--- src/rtl/femto_spi_pkg.sv ---
// Shared opcodes and FSM encoding for the SPI SRAM responder.
package femto_spi_pkg;

  localparam logic [7:0] SPI_OP_READ  = 8'h03;
  localparam logic [7:0] SPI_OP_WRITE = 8'h02;

  typedef enum logic [2:0] {
    IDLE,
    CMD,
    ADDR,
    RD,
    WR,
    IGNORE
  } spi_state_t;

endpackage

--- src/rtl/femto_spi_sync_edge.sv ---
// 2-FF synchroniser with single-cycle rise/fall pulses on the synchronised level.
module femto_spi_sync_edge (
  input  logic clk,
  input  logic resetn,
  input  logic i_async,
  output logic o_level,
  output logic o_rise,
  output logic o_fall
);

  logic [2:0] r_sync;

  // Resetting to 0 means a chip select already held low at reset release produces
  // no falling edge, so an in-flight frame is ignored.
  always_ff @(posedge clk or negedge resetn) begin
    if (!resetn) begin
      r_sync <= 3'b000;
    end else begin
      r_sync <= {r_sync[1:0], i_async};
    end
  end

  assign o_level = r_sync[1];
  assign o_rise  = r_sync[1] & ~r_sync[2];
  assign o_fall  = ~r_sync[1] & r_sync[2];

endmodule

--- src/rtl/femto_spi_ram_responder.sv ---
// SPI mode-0 slave decoding 23LC1024-style sequential READ/WRITE onto a
// synchronous byte-wide memory port.
module femto_spi_ram_responder #(
  parameter int ADDR_BYTES = 3,
  parameter int MEM_AW     = 17
) (
  input  logic              clk,
  input  logic              resetn,
  input  logic              spi_clk,
  input  logic              spi_cs_n,
  input  logic              spi_mosi,
  output logic              spi_miso,
  output logic [MEM_AW-1:0] mem_addr,
  output logic              mem_re,
  input  logic [7:0]        mem_rdata,
  output logic              mem_we,
  output logic [7:0]        mem_wdata
);
  import femto_spi_pkg::*;

  localparam int ADDR_BITS = 8 * ADDR_BYTES;
  localparam int CNT_W     = $clog2(ADDR_BITS + 1);

  logic w_clk_rise, w_clk_fall, w_clk_lvl_unused;
  logic w_cs_rise, w_cs_fall, w_cs_lvl_unused;
  logic w_mosi, w_mosi_rise_unused, w_mosi_fall_unused;

  spi_state_t        r_state, w_state_next;
  logic [CNT_W-1:0]  r_cnt;
  logic [MEM_AW-2:0] r_rx;
  logic [MEM_AW-1:0] w_rx_next;
  logic [MEM_AW-1:0] r_addr;
  logic [7:0]        r_tx, r_wdata;
  logic              r_is_rd, r_mem_re, r_mem_we, r_rd_pend, r_miso;
  logic              w_cnt7, w_addr_last;

  femto_spi_sync_edge u_sync_clk (
    .clk(clk), .resetn(resetn), .i_async(spi_clk),
    .o_level(w_clk_lvl_unused), .o_rise(w_clk_rise), .o_fall(w_clk_fall)
  );

  femto_spi_sync_edge u_sync_cs (
    .clk(clk), .resetn(resetn), .i_async(spi_cs_n),
    .o_level(w_cs_lvl_unused), .o_rise(w_cs_rise), .o_fall(w_cs_fall)
  );

  femto_spi_sync_edge u_sync_mosi (
    .clk(clk), .resetn(resetn), .i_async(spi_mosi),
    .o_level(w_mosi), .o_rise(w_mosi_rise_unused), .o_fall(w_mosi_fall_unused)
  );

  // Only the low MEM_AW wire-address bits matter, so the high ones simply shift out.
  assign w_rx_next   = {r_rx, w_mosi};
  assign w_cnt7      = (r_cnt == CNT_W'(7));
  assign w_addr_last = (r_cnt == CNT_W'(ADDR_BITS - 1));

  always_ff @(posedge clk or negedge resetn) begin
    if (!resetn) begin
      r_state <= IDLE;
    end else begin
      r_state <= w_state_next;
    end
  end

  always_comb begin
    w_state_next = r_state;
    if (w_cs_rise) begin
      w_state_next = IDLE;
    end else if (w_cs_fall) begin
      w_state_next = CMD;
    end else if (w_clk_rise) begin
      case (r_state)
        CMD: begin
          if (w_cnt7) begin
            if (w_rx_next[7:0] == SPI_OP_READ || w_rx_next[7:0] == SPI_OP_WRITE) begin
              w_state_next = ADDR;
            end else begin
              w_state_next = IGNORE;
            end
          end
        end
        ADDR: begin
          if (w_addr_last) begin
            w_state_next = r_is_rd ? RD : WR;
          end
        end
        default: ;
      endcase
    end
  end

  always_ff @(posedge clk or negedge resetn) begin
    if (!resetn) begin
      r_cnt     <= '0;
      r_rx      <= '0;
      r_addr    <= '0;
      r_tx      <= 8'h00;
      r_wdata   <= 8'h00;
      r_is_rd   <= 1'b0;
      r_mem_re  <= 1'b0;
      r_mem_we  <= 1'b0;
      r_rd_pend <= 1'b0;
      r_miso    <= 1'b0;
    end else begin
      r_mem_re  <= 1'b0;
      r_mem_we  <= 1'b0;
      r_rd_pend <= r_mem_re;
      if (r_rd_pend) begin
        r_tx <= mem_rdata;
      end
      // The write address stays stable for the strobe cycle and advances afterwards.
      if (r_mem_we) begin
        r_addr <= r_addr + 1'b1;
      end
      if (w_cs_rise) begin
        r_cnt     <= '0;
        r_tx      <= 8'h00;
        r_rd_pend <= 1'b0;
      end else if (w_cs_fall) begin
        r_cnt <= '0;
        r_rx  <= '0;
      end else begin
        if (w_clk_rise) begin
          r_rx  <= w_rx_next[MEM_AW-2:0];
          r_cnt <= r_cnt + 1'b1;
          case (r_state)
            CMD: begin
              if (w_cnt7) begin
                r_cnt   <= '0;
                r_is_rd <= (w_rx_next[7:0] == SPI_OP_READ);
              end
            end
            ADDR: begin
              if (w_addr_last) begin
                r_cnt    <= '0;
                r_addr   <= w_rx_next;
                r_mem_re <= r_is_rd;
              end
            end
            RD: begin
              if (w_cnt7) begin
                r_cnt    <= '0;
                r_addr   <= r_addr + 1'b1;
                r_mem_re <= 1'b1;
              end
            end
            WR: begin
              if (w_cnt7) begin
                r_cnt    <= '0;
                r_mem_we <= 1'b1;
                r_wdata  <= w_rx_next[7:0];
              end
            end
            default: ;
          endcase
        end
        if (w_clk_fall && r_state == RD) begin
          r_miso <= r_tx[7];
          r_tx   <= {r_tx[6:0], 1'b0};
        end
      end
      if (w_state_next != RD) begin
        r_miso <= 1'b0;
      end
    end
  end

  assign spi_miso  = r_miso;
  assign mem_addr  = r_addr;
  assign mem_re    = r_mem_re;
  assign mem_we    = r_mem_we;
  assign mem_wdata = r_wdata;

endmodule

--- config.mk ---
export PLATFORM = sky130hd
export DESIGN_NAME = femto_spi_ram_responder
export DESIGN_NICKNAME = d
export VERILOG_FILES = /design/src/rtl/femto_spi_pkg.sv /design/src/rtl/femto_spi_sync_edge.sv /design/src/rtl/femto_spi_ram_responder.sv
export SDC_FILE = /design/constraint.sdc
export NUM_CORES = 1
export LEC_CHECK = 0
export BUFFER_PORTS_ARGS = -buffer_cell sky130_fd_sc_hd__buf_2
export CAP_MARGIN = 20
export CORE_MARGIN = 1.5
export CORE_UTILIZATION = 25
export CTS_CLUSTER_DIAMETER = 120
export DETAILED_ROUTE_END_ITERATION = 7
export PLACE_DENSITY = 0.45
export SETUP_SLACK_MARGIN = 0.02
export SYNTH_ARGS = -nofsm -noshare
export SYNTH_HDL_FRONTEND = slang
export SYNTH_HIERARCHICAL = 1
export SYNTH_SLANG_ARGS = --single-unit
export TNS_END_PERCENT = 5
--- constraint.sdc ---
create_clock -name clk -period 4 [get_ports clk]
set_input_delay 0.2 -clock clk [delete_from_list [all_inputs] [get_ports clk]]
set_output_delay 0.2 -clock clk [all_outputs]
set_load 0.1 [all_outputs]
# --- Word level (Yosys, flattened, before mapping) ---
# Cells that the tools add are included.
totals:
  input_bits: 13
  elab_cells: 89
  regBits: 70
op_classes:
  mux: 42
  n_eq_ne: 11
  n_bitwise: 10
  n_reduce_logical: 10
  add_sub_neg: 2
op_table:
  columns: ["op", "count"]
  rows:
  - ["$mux 17", 6]
  - ["$pmux 17 s2", 1]
  - ["$mux 16", 2]
  - ["$mux 8", 4]
  - ["$mux 5", 5]
  - ["$mux 3", 7]
  - ["$add 17x1->17 const B", 1]
  - ["$eq 8x2->1 const B", 2]
  - ["$mux 1", 14]
  - ["$pmux 5 s2", 1]
  - ["$reduce_and 5->1", 2]
  - ["$eq 3x2->1 const B", 2]
  - ["$not 1->1", 6]
  - ["$pmux 3 s2", 1]
  - ["$add 5x1->5 const B", 1]
  - ["$eq 5x3->1 const B", 1]
  - ["$eq 5x5->1 const B", 1]
  - ["$and 1x1->1", 4]
  - ["$ne 2x2->1 const B", 2]
  - ["$reduce_bool 2->1", 2]
  - ["$eq 3x1->1 const B", 1]
  - ["$eq 3x3->1 const B", 1]
  - ["$ne 3x2->1 const B", 1]
  - ["$reduce_and 3->1", 1]
  - ["6 further kinds", 6]

# --- Longest topological paths before layout ---
logic_depth:
  word_depth: 11
  mapped_depth: 8
  depth_no_buf: 6

# --- Cells and area by module ---
# Netlist, hierarchy kept.
modules_own_cells:
  columns: ["mod", "area_each_um2", "cells_per_inst", "instances", "seq_area_each_um2"]
  rows:
  - ["femto_spi_ram_responder", 3246.9, 323, 1, 1551.5]
  - ["femto_spi_sync_edge", 90.1, 5, 3, 75.1]

# --- Least setup slack after synthesis ---
# No wires, ideal clock.
synth_timing:
  kind: "register to register"
  startpoint: "reg r_addr[3] (netlist: mem_addr[3])"
  endpoint: "reg r_addr[16] (netlist: mem_addr[16])"
  n_path_buf: 3
  synth_period_minus_slack_ns: 2.570
  path_stages_with_launch: 9
  t_arrival_ns: 2.395
  setup_time_ns: 0.175
  setup_slack_ns: 1.430
  cell_sequence: "dfrtp_1 clkbuf_1 and4_1 clkbuf_1 and3_1 clkbuf_1 a32oi_1 o21ai_0 o311ai_0"
synth_via:
  elab_chain_len: 7
synth_lines:
  columns: ["element", "line_no", "source"]
  rows:
  - ["from (decl)", "femto_spi_ram_responder.sv:32", "logic [MEM_AW-1:0] r_addr;"]
  - ["from (signal assigned)", "femto_spi_ram_responder.sv:113", "r_addr <= r_addr + 1'b1;"]
  - ["from (signal assigned)", "femto_spi_ram_responder.sv:136", "r_addr <= w_rx_next;"]
  - ["from (signal assigned)", "femto_spi_ram_responder.sv:143", "r_addr <= r_addr + 1'b1;"]
  - ["$add 17x1->17 (*)", "femto_spi_ram_responder.sv:113, femto_spi_ram_responder.sv:143", null]
  - ["$mux 17", "femto_spi_ram_responder.sv:112", "if (r_mem_we) begin"]
  - ["$mux 17 (on tied branches)", "femto_spi_ram_responder.sv:141, femto_spi_ram_responder.sv:134", null]
  - ["$pmux 17 s2", "femto_spi_ram_responder.sv:126", "case (r_state)"]
  - ["$mux 17", "femto_spi_ram_responder.sv:123", "if (w_clk_rise) begin"]
  - ["$mux 17", "femto_spi_ram_responder.sv:119", "end else if (w_cs_fall) begin"]
  - ["$mux 17 (*)", "femto_spi_ram_responder.sv:115", "if (w_cs_rise) begin"]
# Every way passes the cells marked *; elsewhere a longest branch is shown, timed or not.
# A chain may end at the register's enable or synchronous reset.

# --- Worst setup path in the final report ---
layout_timing:
  startpoint: "reg u_sync_clk.r_sync[1]"
  endpoint: "reg r_addr[15] (netlist: mem_addr[15])"
layout_via:
  elab_chain_len: 4
layout_lines:
  columns: ["element", "line_no", "source"]
  rows:
  - ["from (decl)", "femto_spi_sync_edge.sv:11", "logic [2:0] r_sync;"]
  - ["from (signal assigned)", "femto_spi_sync_edge.sv:19", "r_sync <= {r_sync[1:0], i_async};"]
  - ["$and 1x1->1", "femto_spi_sync_edge.sv:24", "assign o_rise = r_sync[1] & ~r_sync[2];"]
  - ["named net w_clk_rise", "femto_spi_ram_responder.sv:24", "logic w_clk_rise, w_clk_fall, w_clk_lvl_unused;"]
  - ["$mux 17", "femto_spi_ram_responder.sv:123", null]
  - ["$mux 17", "femto_spi_ram_responder.sv:119", null]
  - ["$mux 17", "femto_spi_ram_responder.sv:115", null]
# The timed path passes the listed nets, and every way through them passes these cells.

==> metrics.csv <==
stage;metric;value;unit
cells_and_area;seqCellArea;1750;um^2
floorplanning;die_x;121;um
min_path;min_path_type;input pin to asynchronous set/reset pin;
global_route;grtUsageTotal;0.133;
route;postRouteAntennaNets;0;
pwr;p_sw;0.000363;W
worst_setup_path;cp_slowest_cell;o41ai_1;
placed_design;place_hpwl;6420;um
worst_setup_path;critPathKind;flip-flop to flip-flop;
pwr;leakagePower;1.85;nW
global_route;use_met1;0.193;
floorplanning;core;13400;um^2
synthesis;syn-num-nets;350;
timing;rsz0062_at_grt;no;
run_status;failed_checks;hold timing;
route;via_count;2751;
timing;hold_viol;38;
cells_and_area;multi_input_area;1620;um^2
floorplanning;io_pins;41;
timing;fmax;330;MHz
timing;hold_slack;-0.0299;ns
cells_and_area;drive_gt1_frac;0.196;
global_route;top_usage_layer;met1;
cells_and_area;area_growth;20.0;%
cts;cts_tree;done;
cells_and_area;num-fill-cells;1394;
timing;slew_violations;0;
synthesis;mappedNetlistArea;3480;um^2
run_status;status;complete, but fails checks;
cts;cts_root_buf;clkbuf_16;
cts;clock_sinks;70;
pwr;p_int;0.00122;W
route;drt-pass1-iter-count;4;
global_route;grt_use_met2;0.184;
route;drt_iter0_drc;156;
job;maxCapViolations;0;
timing;fin_crit;3.03;ns
global_route;grt_max_degree;40;
cts;clkLatencyLatePin;0.33;ns
global_route;overflow;0;
floorplanning;rows;42;
pwr;switching_share;0.229;
global_route;grt_pass1_wl;15000;um
timing;worstMarginPinSlew;0.852;ns
worst_setup_path;crit_fanout;13;
timing;setup_tns;0;ns
route;via_per_inst;4.97;
floorplanning;initial_core_util;0.259;
pwr;clockPowerShare;0.496;
cts;clockBufferDepth;2;
timing;setup_viol_count_final;0;
worst_setup_path;crit_chain;nor2b_1 > or3b_1 > o41ai_1 > nand2b_1 > o31ai_1 > a22o_1;
worst_setup_path;regToRegSetupSlack;0.97;ns
cells_and_area;num_antenna_cells;0;
pwr;seqPwrFrac;0.461;
worst_setup_path;critPathCaptureType;flip-flop;
worst_setup_path;arrival;3.30;ns
worst_setup_path;critical_path_required;4.27;ns
floorplanning;dieArea;14600;um^2
global_route;grt_pass1_vias;2782;
route;wl_per_cell;16.5;um
global_route;antenna_found_initial;0;
cells_and_area;nets;388;
global_route;met3_usage;0.0329;
worst_setup_path;startpoint_type;flip-flop;
timing;layout_worst_path_cycle_share;0.757;
pwr;p_total;0.00159;W
synthesis;syn_avg_cell_area;10.4;um^2
pwr;vdd_drop_max;0.000234;V
synthesis;yosysWarningCount;6;
placed_design;portBuffers;40;
route;wirelength;9140;um
floorplanning;die-height;121;um
synthesis;synthCells;335;
placed_design;globalplace.congestion;0.817;
worst_setup_path;critPathMaxStageDelay;0.75;ns
pwr;comb_power_share;0.043;
timing;slew_headroom;0.432;
timing;clock_skew;0.00618;ns
cts;cts_setup_buffers;0;
cts;path_clk_slew;0.06;ns
route;remaining_drc_errors;0;
cts;htree_num_levels;3;
cts;cts-buffers-inserted;9;
pwr;pwr_density_cell;380;nW/um^2
placed cells by master, fill, tap and decap left out, types with 8 or more instances in the layout:
cell type	count
dfrtp_1	70
buf_2	40
nand2_1	26
nor2_1	22
a22o_1	18
nand3_1	13
xor2_1	12
mux2i_1	10
o21ai_0	10
clkbuf_16	9
nor2b_1	8
a21oi_1	8
and3_1	8
a22oi_1	8
worst max-delay path: cells and delay by family (launching register included):
family,cells,cell delay [ns]
AND/OR/NAND/NOR,3,1.44
AO/OA/AOI/OAI,3,1.18
flip-flops,1,0.35
repair_timing:
item                      4_1_cts  5_1_grt
hold endpoints to repair        3        0
hold buffers                    3        0
gates resized for setup         0        0
final timing paths:
kind	startpoint	endpoint	cells after the start
setup / recovery	u_sync_clk/r_sync[1]	mem_addr[15]	6
hold / removal	resetn	u_sync_mosi/r_sync[1]	1
setup reg to reg	u_sync_clk/r_sync[1]	mem_addr[15]	6
hold reg to reg	u_sync_cs/r_sync[0]	u_sync_cs/r_sync[1]	0
max in group asynchronous	resetn	r_tx[2]	2
min in group clk	mem_rdata[0]	r_tx[0]	3
layer usage:
layer / routed length (um) / share of wire
met3: 408 / 0.045
met2: 3830 / 0.42
met1: 4680 / 0.51
met5: 0 / 0
met4: 218 / 0.024
flip-flops by register name, indices dropped and copies added, names as in the netlist:
register / cells
mem_addr: 17
mem_re: 1
mem_wdata: 8
mem_we: 1
r_cnt: 5
r_is_rd: 1
r_rd_pend: 1
r_rx: 16
r_state: 3
r_tx: 8
spi_miso: 1
u_sync_clk/r_sync: 3
u_sync_cs/r_sync: 3
u_sync_mosi/r_sync: 2
cell type report:
type | count | share of cell area
Clock buffer | 10 | 0.0549
Clock inverter | 6 | 0.0147
Inverter | 6 | 0.00540
Multi-Input combinational cell | 238 | 0.388
Sequential cell | 70 | 0.420
Tap cell | 176 | 0.0528
Timing Repair Buffer | 48 | 0.0641
through the flow:
step | hold slack (ns) | worst slack [ns] | cells | cell area [um^2] | util
5_1_grt | 0.0440 | 0.721 | 554 | 4170 | 0.311
6_report | -0.0299 | 0.973 | 554 | 4170 | 0.311
2_1_floorplan | -0.0956 | 1.43 | 335 | 3480 | -
3_3_place_gp | 0.310 | 1.22 | 534 | 3850 | 0.287
4_1_cts | 0.00123 | 0.985 | 554 | 4170 | 0.311
3_5_place_dp | 0.309 | 1.02 | 535 | 3850 | 0.288
power groups by stage:
stage / combinational (W) / sequential, W / clock (W)
final: 0.0000679 / 0.000731 / 0.000787
after global routing: 0.0000764 / 0.000732 / 0.000845
after CTS: 0.0000698 / 0.000731 / 0.000815
after detailed placement: 0.0000678 / 0.000744 / 0
after global placement: 0.0000657 / 0.000743 / 0
after floorplan: 0.0000373 / 0.000736 / 0
(Power assumes the default switching activity.)
